[src/rtl/display_scan_ctrl.sv]
// display_scan_ctrl
// Feeds the shared BCD-to-7-segment decoder on a multi-digit display.
// A binary value taken through a load/ready handshake is converted to BCD
// serially (double dabble, one bit per cycle) and committed atomically to
// the display registers. Independently, a refresh counter steps a scan
// index through the digits and drives the matching active-low anode.
//
// Optional build macro: LEADING_ZERO_BLANK_EN
//   defined   - a slot idx>0 whose digit and all higher digits are zero keeps
//               every anode high (digit dark); bcd still carries the value.
//   undefined - every digit lights in its slot, leading zeros shown.
//
// state     | meaning
// ----------+---------------------------------------------------------------
// ST_IDLE   | waiting for load; ready=1
// ST_SHIFT  | IN_W add-3/shift steps, then one more cycle that latches the
//           | finished accumulator into the display registers and raises done
// ST_COMMIT | done=1 for this cycle, display shows the new value; -> ST_IDLE

module display_scan_ctrl #(
    parameter int IN_W        = 6,
    parameter int DIGITS      = 2,
    parameter int REFRESH_DIV = 50000
) (
    input  logic              clk2,
    input  logic              rst_n,
    input  logic [IN_W-1:0]   num,
    input  logic              load,
    output logic              ready,
    output logic              done,
    output logic [3:0]        bcd,
    output logic [DIGITS-1:0] an
);

    localparam int BCD_W = DIGITS * 4;
    localparam int CNT_W = (REFRESH_DIV > 1) ? $clog2(REFRESH_DIV) : 1;
    localparam int IDX_W = (DIGITS > 1) ? $clog2(DIGITS) : 1;
    localparam int BIT_W = $clog2(IN_W + 1);

    localparam logic [CNT_W-1:0] CNT_LAST = CNT_W'(REFRESH_DIV - 1);
    localparam logic [IDX_W-1:0] IDX_LAST = IDX_W'(DIGITS - 1);

    typedef enum logic [1:0] {
        ST_IDLE   = 2'd0,
        ST_SHIFT  = 2'd1,
        ST_COMMIT = 2'd2
    } state_t;

    state_t            state_q,   state_d;
    logic [IN_W-1:0]   shift_q,   shift_d;
    logic [BCD_W-1:0]  accum_q,   accum_d;
    logic [BIT_W-1:0]  bit_cnt_q, bit_cnt_d;
    logic [BCD_W-1:0]  disp_q,    disp_d;
    logic              done_q,    done_d;
    logic [CNT_W-1:0]  cnt_q,     cnt_d;
    logic [IDX_W-1:0]  idx_q,     idx_d;

    logic [BCD_W-1:0]  accum_adj;
    logic [BCD_W-1:0]  accum_shl;
    logic [3:0]        bcd_c;
    logic [DIGITS-1:0] an_c;

    // Double-dabble step: correct every nibble >=5, then shift in the next MSB
    always_comb begin
        accum_adj = accum_q;
        for (int i = 0; i < DIGITS; i++) begin
            if (accum_q[i*4 +: 4] >= 4'd5) begin
                accum_adj[i*4 +: 4] = accum_q[i*4 +: 4] + 4'd3;
            end
        end
        accum_shl = {accum_adj[BCD_W-2:0], shift_q[IN_W-1]};
    end

    // Conversion FSM: next state, datapath loads and the done pulse
    always_comb begin
        state_d   = state_q;
        shift_d   = shift_q;
        accum_d   = accum_q;
        bit_cnt_d = bit_cnt_q;
        disp_d    = disp_q;
        done_d    = 1'b0;
        case (state_q)
            ST_IDLE: begin
                if (load) begin
                    shift_d   = num;
                    accum_d   = '0;
                    bit_cnt_d = BIT_W'(IN_W);
                    state_d   = ST_SHIFT;
                end
            end
            ST_SHIFT: begin
                if (bit_cnt_q != '0) begin
                    accum_d   = accum_shl;
                    shift_d   = shift_q << 1;
                    bit_cnt_d = bit_cnt_q - 1'b1;
                end else begin
                    // accumulator is complete; swap it in whole so the
                    // display never shows a partial conversion
                    disp_d  = accum_q;
                    done_d  = 1'b1;
                    state_d = ST_COMMIT;
                end
            end
            ST_COMMIT: begin
                state_d = ST_IDLE;
            end
            default: begin
                state_d = ST_IDLE;
            end
        endcase
    end

    // Scan timing: free-running slot counter and digit index
    always_comb begin
        cnt_d = cnt_q + 1'b1;
        idx_d = idx_q;
        if (cnt_q == CNT_LAST) begin
            cnt_d = '0;
            idx_d = (idx_q == IDX_LAST) ? '0 : idx_q + 1'b1;
        end
    end

    // Digit select and anode drive, from registers only
    always_comb begin
        bcd_c = 4'd0;
        an_c  = '1;
        for (int i = 0; i < DIGITS; i++) begin
            if (idx_q == IDX_W'(i)) begin
                bcd_c   = disp_q[i*4 +: 4];
                an_c[i] = 1'b0;
            end
        end
`ifdef LEADING_ZERO_BLANK_EN
        begin
            logic upper_zero;
            upper_zero = 1'b1;
            for (int i = DIGITS - 1; i > 0; i--) begin
                upper_zero = upper_zero && (disp_q[i*4 +: 4] == 4'd0);
                if (upper_zero && (idx_q == IDX_W'(i))) begin
                    an_c = '1;
                end
            end
        end
`endif
    end

    // State and datapath registers
    always_ff @(posedge clk2 or negedge rst_n) begin
        if (!rst_n) begin
            state_q   <= ST_IDLE;
            shift_q   <= '0;
            accum_q   <= '0;
            bit_cnt_q <= '0;
            disp_q    <= '0;
            done_q    <= 1'b0;
            cnt_q     <= '0;
            idx_q     <= '0;
        end else begin
            state_q   <= state_d;
            shift_q   <= shift_d;
            accum_q   <= accum_d;
            bit_cnt_q <= bit_cnt_d;
            disp_q    <= disp_d;
            done_q    <= done_d;
            cnt_q     <= cnt_d;
            idx_q     <= idx_d;
        end
    end

    assign ready = (state_q == ST_IDLE);
    assign done  = done_q;
    assign bcd   = bcd_c;
    assign an    = an_c;

endmodule
[config.mk]
export PLATFORM = sky130hd
export DESIGN_NAME = display_scan_ctrl
export DESIGN_NICKNAME = d
export VERILOG_FILES = /design/src/rtl/display_scan_ctrl.sv
export SDC_FILE = /design/constraint.sdc
export NUM_CORES = 1
export LEC_CHECK = 0
export ABC_AREA = 1
export BUFFER_PORTS_ARGS = -buffer_cell sky130_fd_sc_hd__buf_2
export CORE_MARGIN = 8
export CORE_UTILIZATION = 28
export CTS_CLUSTER_DIAMETER = 30
export CTS_CLUSTER_SIZE = 30
export DETAILED_ROUTE_END_ITERATION = 6
export GPL_ROUTABILITY_DRIVEN = 0
export PLACE_DENSITY = 0.54
export SLEW_MARGIN = 20
export SYNTH_ARGS = -nofsm -noshare
export SYNTH_HDL_FRONTEND = slang
export SYNTH_SLANG_ARGS = --single-unit
[constraint.sdc]
create_clock -name clk2 -period 1.5 [get_ports clk2]
set_input_delay 0.3 -clock clk2 [delete_from_list [all_inputs] [get_ports clk2]]
set_output_delay 0.3 -clock clk2 [all_outputs]
set_load 0.01 [all_outputs]
==> results.tsv, run 1 <==
metric	value	unit
status	finished, final reports clean	
Post-DRT Antenna Nets	0	
Reg power frac	38.0	%
Port Buf Inserts	16	
Worst slew margin	80.6	%
CTS tree	yes	
FF-to-FF End	shift_q[1]	
clock sinks	45	
endpoints failing setup	0	
worst path bufs/invs	1	
Post-Place Cells	396	
GRT overflow	0	
ranking of synthesized cells by area	dfrtp_1, nand2_1, inv_1, nor2_1, o21ai_2	
I/O pins	17	
startpoint types	flop	
Async SR Flop Fraction	100	%
r2r setup slk	80	ps
period utilization	96.2	%
peak supply drop	0.938	mV
YS warnings	0	
post-route minimum period	1440	ps
switching power summed over all nets	1.77	mW
final net count	317	
CP delay by family, top	flip-flops	
DRC viols	0	
Worst EP arrival	1140	ps
Via-to-Cell Ratio	4.39	
initial core utilization	28.7	%
Die Footprint	0.0116	mm²
leakage power	1.35	nW
row cnt	33	
hold crit path type	primary input to flop	
area leader, netlist	dfrtp_1	
reg2reg start	bit_cnt_q[0]	
drt total wl	4740	µm
worst-path cell chain	nor2_4 > buf_2	
RSZ-0062 raised after global routing	no	
CP max FO	6	
Crit. Startpoint	state_q[1]	
R2R cell count	8	
crit path kind	flop to output port	
DRT iter0 DRCs	76	
Peak Freq	693	MHz
H-Tree Depth	2	
Clock transition at path regs	90	ps
Syn Nets	290	
total power divided by cell area	1670	mW/mm²
Syn Std Cell Area	0.00236	mm²
Via Count	1788	
Clock power frac	20.9	%
Longest Clk Path Bufs	2	
WP data required	1200	ps
final number of max-transition violations	0	
Final Hold Fails	0	
fin cells	407	
post-place instance area	0.00258	mm²
CP endpoint kind	output port	
Seq/Total Area, Yosys	47.7	%
layout cells sized above 1	21.9	%
design area	0.00275	mm²
slowest CP cell	dfrtp_1	
area occupied by multi-input gates	0.00108	mm²
initial antenna violation count	0	
Util after Layout	33.4	%
wire per inst	11.6	µm
Final HPWL DP	3370	µm
Yosys top cell area share	47.7	%
Fin Clk Skew	7.25	ps
Critical Path End	ready	
critical path depth in cells	2	
CTS Root Cell	clkbuf_8	
Synth Register Bits	45	
Fill cells	843	
Post-synth EDFFs	0	
Post-synth top flop	dfrtp_1	
die width	108	µm
Syn Inst Count	274	
Logic pwr share	41.1	%
Distinct cells, synth	32	
Sw Ratio	38.4	%
pin count of the biggest net entering global routing	46	
number of iterations in the first detailed-routing pass	4	
slowest stage delay, CP	480	ps
cts bufs inserted	5	
first-pass GRT wire length	8100	µm
Layout area overhead	16.2	%
Mean Syn Cell Area	8.62	µm²
FF+latch area	0.00113	mm²
Max-Cap Viols	0	
Core Region	0.00822	mm²
number of global-route vias before repair	1801	
count leader, synth	nand2_1	
antenna cell count	0	
Worst Max-Slew Pin Slew	292	ps
Die H	108	µm
later-pin clock latency in the skew report	300	ps
All-Layer GR Usage	8.60	%
internal power	2.83	mW
Post-synth top cells	nand2_1, dfrtp_1, inv_1	
setup tns final	0	ps
[state kept, by name (all words and copies together), names as in the netlist]
signal	flops
cnt_q	16
idx_q	1
done	1
accum_q	8
shift_q	6
disp_q	8
state_q	2
bit_cnt_q	3
[worst register-to-register path: stages, from the launching register on]
cell and delay, ps:
dfrtp_1 350, inv_1 60, ha_1 200, inv_2 100
nor2_4 50, buf_4 150, o21a_2 250, nand2_1 80
o211ai_1 80
[cells by family (layout without fill, tap and decap cells)]
group                      after synthesis  after routing  synth area share, %
DFF                                     45             45                 47.7
adders and majority gates                7              7                 3.71
AOI/OAI and AO/OA                       39             39                 12.2
buffers and inverters                   40             68                 7.68
and+or+nand+nor                        134            134                 25.4
xor gates and xnor gates                 9              9                 3.34
[how the worst min path moves through the flow]
stage / startpoint / endpoint / slack (ps) / depth (start not counted)
detailed placement: rst_n / cnt_q[13] / 310 / 2
finish: num[0] / shift_q[0] / 240 / 3
global placement: rst_n / cnt_q[13] / 310 / 2
CTS: num[0] / shift_q[0] / 230 / 3
floorplan: rst_n / accum_q[0] / 4 / 0
global route: num[0] / shift_q[0] / 250 / 3
[layout make-up]
cell class                      instances  share of cell area, %
Multi-Input combinational cell        189                   39.2
Inverter                               36                   5.01
Clock buffer                            7                   3.14
Tap cell                              105                   4.79
Sequential cell                        45                   41.1
Clock inverter                          1                   1.09
Timing Repair Buffer                   24                   5.65
[power groups by stage]
| stage | clock (mW) | sequential (mW) | combinational (mW) |
|---|---|---|---|
| after CTS | 0.986 | 1.75 | 1.83 |
| final | 0.960 | 1.75 | 1.89 |
| after global routing | 1.03 | 1.79 | 2.16 |
| after detailed placement | 0 | 1.77 | 1.82 |
| after floorplan | 0 | 1.73 | 1.44 |
| after global placement | 0 | 1.77 | 1.79 |
[through the flow]
stage                     power, mW  setup WS, ps  hold slack [ps]
after detailed placement       3.59          54.0              308
after CTS                      4.57          4.43              232
after floorplan                3.17           189             4.41
after global routing           4.98          1.80              252
final                          4.60          57.5              240
after global placement         3.56          87.3              305
[layout by cell type (no fill, tap or decap), types with 2 or more instances in the layout]
cell type  count
xor2_1         9
nand2_2        3
buf_4          6
nand2_1       69
nor2_1        30
dfrtp_1       44
o21ai_1        3
inv_1         34
nor2_4         4
buf_2         16
nand2_4        2
ha_1           6
clkbuf_8       6
o21ai_0        7
o211ai_1       3
a21oi_1        6
o21ai_2       13
nand3_1       18
[per-layer routing]
metal  vias to the layer above  global-route usage (%)  routed length (µm)
met3                         7                    2.40                 167
met5                         -                       0                   0
met1                       839                    9.68                2160
li1                        919                       -                   -
met4                         0                    3.07                  57
met2                        23                    15.1                2350
[timing repair]
action | 4_1_cts | 5_1_grt
pin swaps | 0 | 1
buffers inserted | 0 | 2
setup endpoints to repair | 4 | 24
hold buffers | 1 | 0
resized for setup | 1 | 12
hold endpoints to repair | 45 | 0
Note: power is estimated with default switching activity, not from simulation.
==> run 2, diff against run 1 <==
--- a/config.mk
+++ b/config.mk
@@ -12,8 +12,8 @@
 export CTS_CLUSTER_DIAMETER = 30
 export CTS_CLUSTER_SIZE = 30
 export DETAILED_ROUTE_END_ITERATION = 6
-export GPL_ROUTABILITY_DRIVEN = 0
 export PLACE_DENSITY = 0.54
+export RECOVER_POWER = 50
 export SLEW_MARGIN = 20
 export SYNTH_ARGS = -nofsm -noshare
 export SYNTH_HDL_FRONTEND = slang
==> run 2 against run 1 <==
Net effect: cell area fell by 0.50%; setup slack did not move; die area did not move; via count barely moved; cell count did not move; sequential share of layout area rose by 0.21 points; hold slack did not move; clock power barely moved; flip-flop and latch count did not move.
==> results.tsv, run 2 (same netlist as run 1, synthesis figures left out) <==
metric	value	unit	change
Via Count	1787		-0.056%
DP Worst Slack	54.0	ps	unchanged
total power divided by cell area	1680	mW/mm²	+0.39%
global placement routability congestion	0.822		
Die Footprint	0.0116	mm²	unchanged
Via-to-Cell Ratio	4.39		about the same
r2r setup slk	80	ps	about the same
Final Hold Fails	0		unchanged
cts bufs inserted	5		unchanged
slowest CP cell	dfrtp_1		
All-Layer GR Usage	8.60	%	unchanged
antenna cell count	0		unchanged
leakage power	1.34	nW	-0.68%
slowest stage delay, CP	480	ps	about the same
layout cells sized above 1	21.5	%	-0.33 points
CP max FO	6		unchanged
Logic pwr share	41.0	%	about the same
CTS tree	yes		
most common cell after layout, fill and taps aside	nand2_1		
later-pin clock latency in the skew report	300	ps	about the same
drt total wl	4740	µm	about the same
Layout area overhead	15.6	%	
Sw Ratio	38.5	%	+0.046 points
startpoint types	flop		
I/O pins	17		unchanged
Final HPWL DP	3370	µm	unchanged
crit path kind	flop to output port		
peak supply drop	0.938	mV	about the same
Longest Clk Path Bufs	2		unchanged
H-Tree Depth	2		unchanged
Worst Max-Slew Pin Slew	646	ps	+354 ps
RSZ-0062 raised after global routing	no		
hold crit path type	primary input to flop		
initial antenna violation count	0		unchanged
pin count of the biggest net entering global routing	46		unchanged
GRT overflow	0		unchanged
wire per inst	11.6	µm	about the same
CP endpoint kind	output port		
clock sinks	45		unchanged
number of global-route vias before repair	1801		unchanged
Clock transition at path regs	90	ps	about the same
setup tns final	0	ps	unchanged
DRT iter0 DRCs	75		-1.3%
Worst EP arrival	1140	ps	about the same
Port Buf Inserts	16		unchanged
Post-DRT Antenna Nets	0		unchanged
worst-path cell chain	nor2_4 > buf_2		
Die H	108	µm	unchanged
commonest non-fill, non-tap cells in the layout	nand2_1, dfrtp_1, inv_1		
status	finished, final reports clean		
internal power	2.82	mW	-0.19%
die width	108	µm	unchanged
final net count	317		unchanged
Reg power frac	38.1	%	about the same
CTS Root Cell	clkbuf_8		
number of iterations in the first detailed-routing pass	4		unchanged
Worst slew margin	56.9	%	-24 points
Fin Clk Skew	6.83	ps	-0.421 ps
max FFs per register	16		unchanged
worst setup margin	57.5	ps	unchanged
WP data required	1200	ps	about the same
DRC viols	0		unchanged
Peak Freq	693	MHz	unchanged
Post-Place Cells	396		unchanged
endpoints failing setup	0		unchanged
Max-Cap Viols	0		unchanged
period utilization	96.2	%	unchanged
final number of max-transition violations	0		unchanged
initial core utilization	28.7	%	unchanged
Largest Register	cnt_q		
post-route minimum period	1440	ps	unchanged
Core Region	0.00822	mm²	unchanged
first-pass GRT wire length	8100	µm	unchanged
switching power summed over all nets	1.77	mW	about the same
Clock power frac	20.9	%	about the same
fin cells	407		unchanged
Largest regs	cnt_q (16), accum_q (8), disp_q (8)		
row cnt	33		unchanged
[run 2: what timing repair did]
| action | CTS | global route |
|---|---|---|
| endpoints found under the hold margin | 45 | 0 |
| hold buffers | 1 | 0 |
| setup buffers | 0 | 2 |
| pin swaps | 0 | 1 |
| gates resized for setup | 1 | 12 |
| endpoints found under the setup margin | 4 | 24 |
[run 2: layout make-up]
cell class / count / area [µm²]
fillers: 846 / 5490
clock inverters: 1 / 30.0
multi-input cells: 189 / 1080
flip-flops and latches: 45 / 1130
inverters: 36 / 138
repair buffers: 24 / 141
well taps: 105 / 131
clock buffers: 7 / 86.3
[run 2: worst max-delay path: cells and delay by family (launching register included)]
family	cells	cell delay, ps
buffers and inverters	1	160
DFF	1	480
and+or+nand+nor	1	190
[run 2: per-layer routing]
metal | up-vias | track usage [%] | share of wire [%]
li1 | 919 | - | -
met1 | 838 | 9.68 | 46
met2 | 23 | 15.1 | 49
met3 | 7 | 2.40 | 3.5
met4 | 0 | 3.07 | 1.2
met5 | - | 0 | 0
[run 2: power groups by stage]
| stage | logic (mW) | clock network, mW | registers, mW |
|---|---|---|---|
| floorplan | 1.44 | 0 | 1.73 |
| global route | 2.15 | 1.03 | 1.79 |
| CTS | 1.83 | 0.986 | 1.75 |
| finish | 1.88 | 0.961 | 1.75 |
| detailed placement | 1.82 | 0 | 1.77 |
| global placement | 1.79 | 0 | 1.77 |
[run 2: stage by stage]
step | util [%] | total power, mW | cell area, µm² | hold WS [ps]
finish | 33.2 | 4.59 | 2730 | 240
global route | 33.2 | 4.97 | 2730 | 252
CTS | 32.9 | 4.57 | 2700 | 232
detailed placement | 31.4 | 3.59 | 2580 | 308
global placement | 31.4 | 3.56 | 2580 | 305
floorplan | - | 3.17 | 2360 | 4.41
[run 2: path summary, 6_finish.rpt]
| kind | startpoint | endpoint | depth (start not counted) |
|---|---|---|---|
| min in group asynchronous | rst_n | cnt_q[11] | 3 |
| min reg2reg | disp_q[1] | disp_q[1] | 2 |
| min | num[0] | shift_q[0] | 3 |
| max in group asynchronous | rst_n | idx_q | 3 |
| max reg2reg | bit_cnt_q[0] | shift_q[1] | 8 |
| max | state_q[1] | ready | 2 |
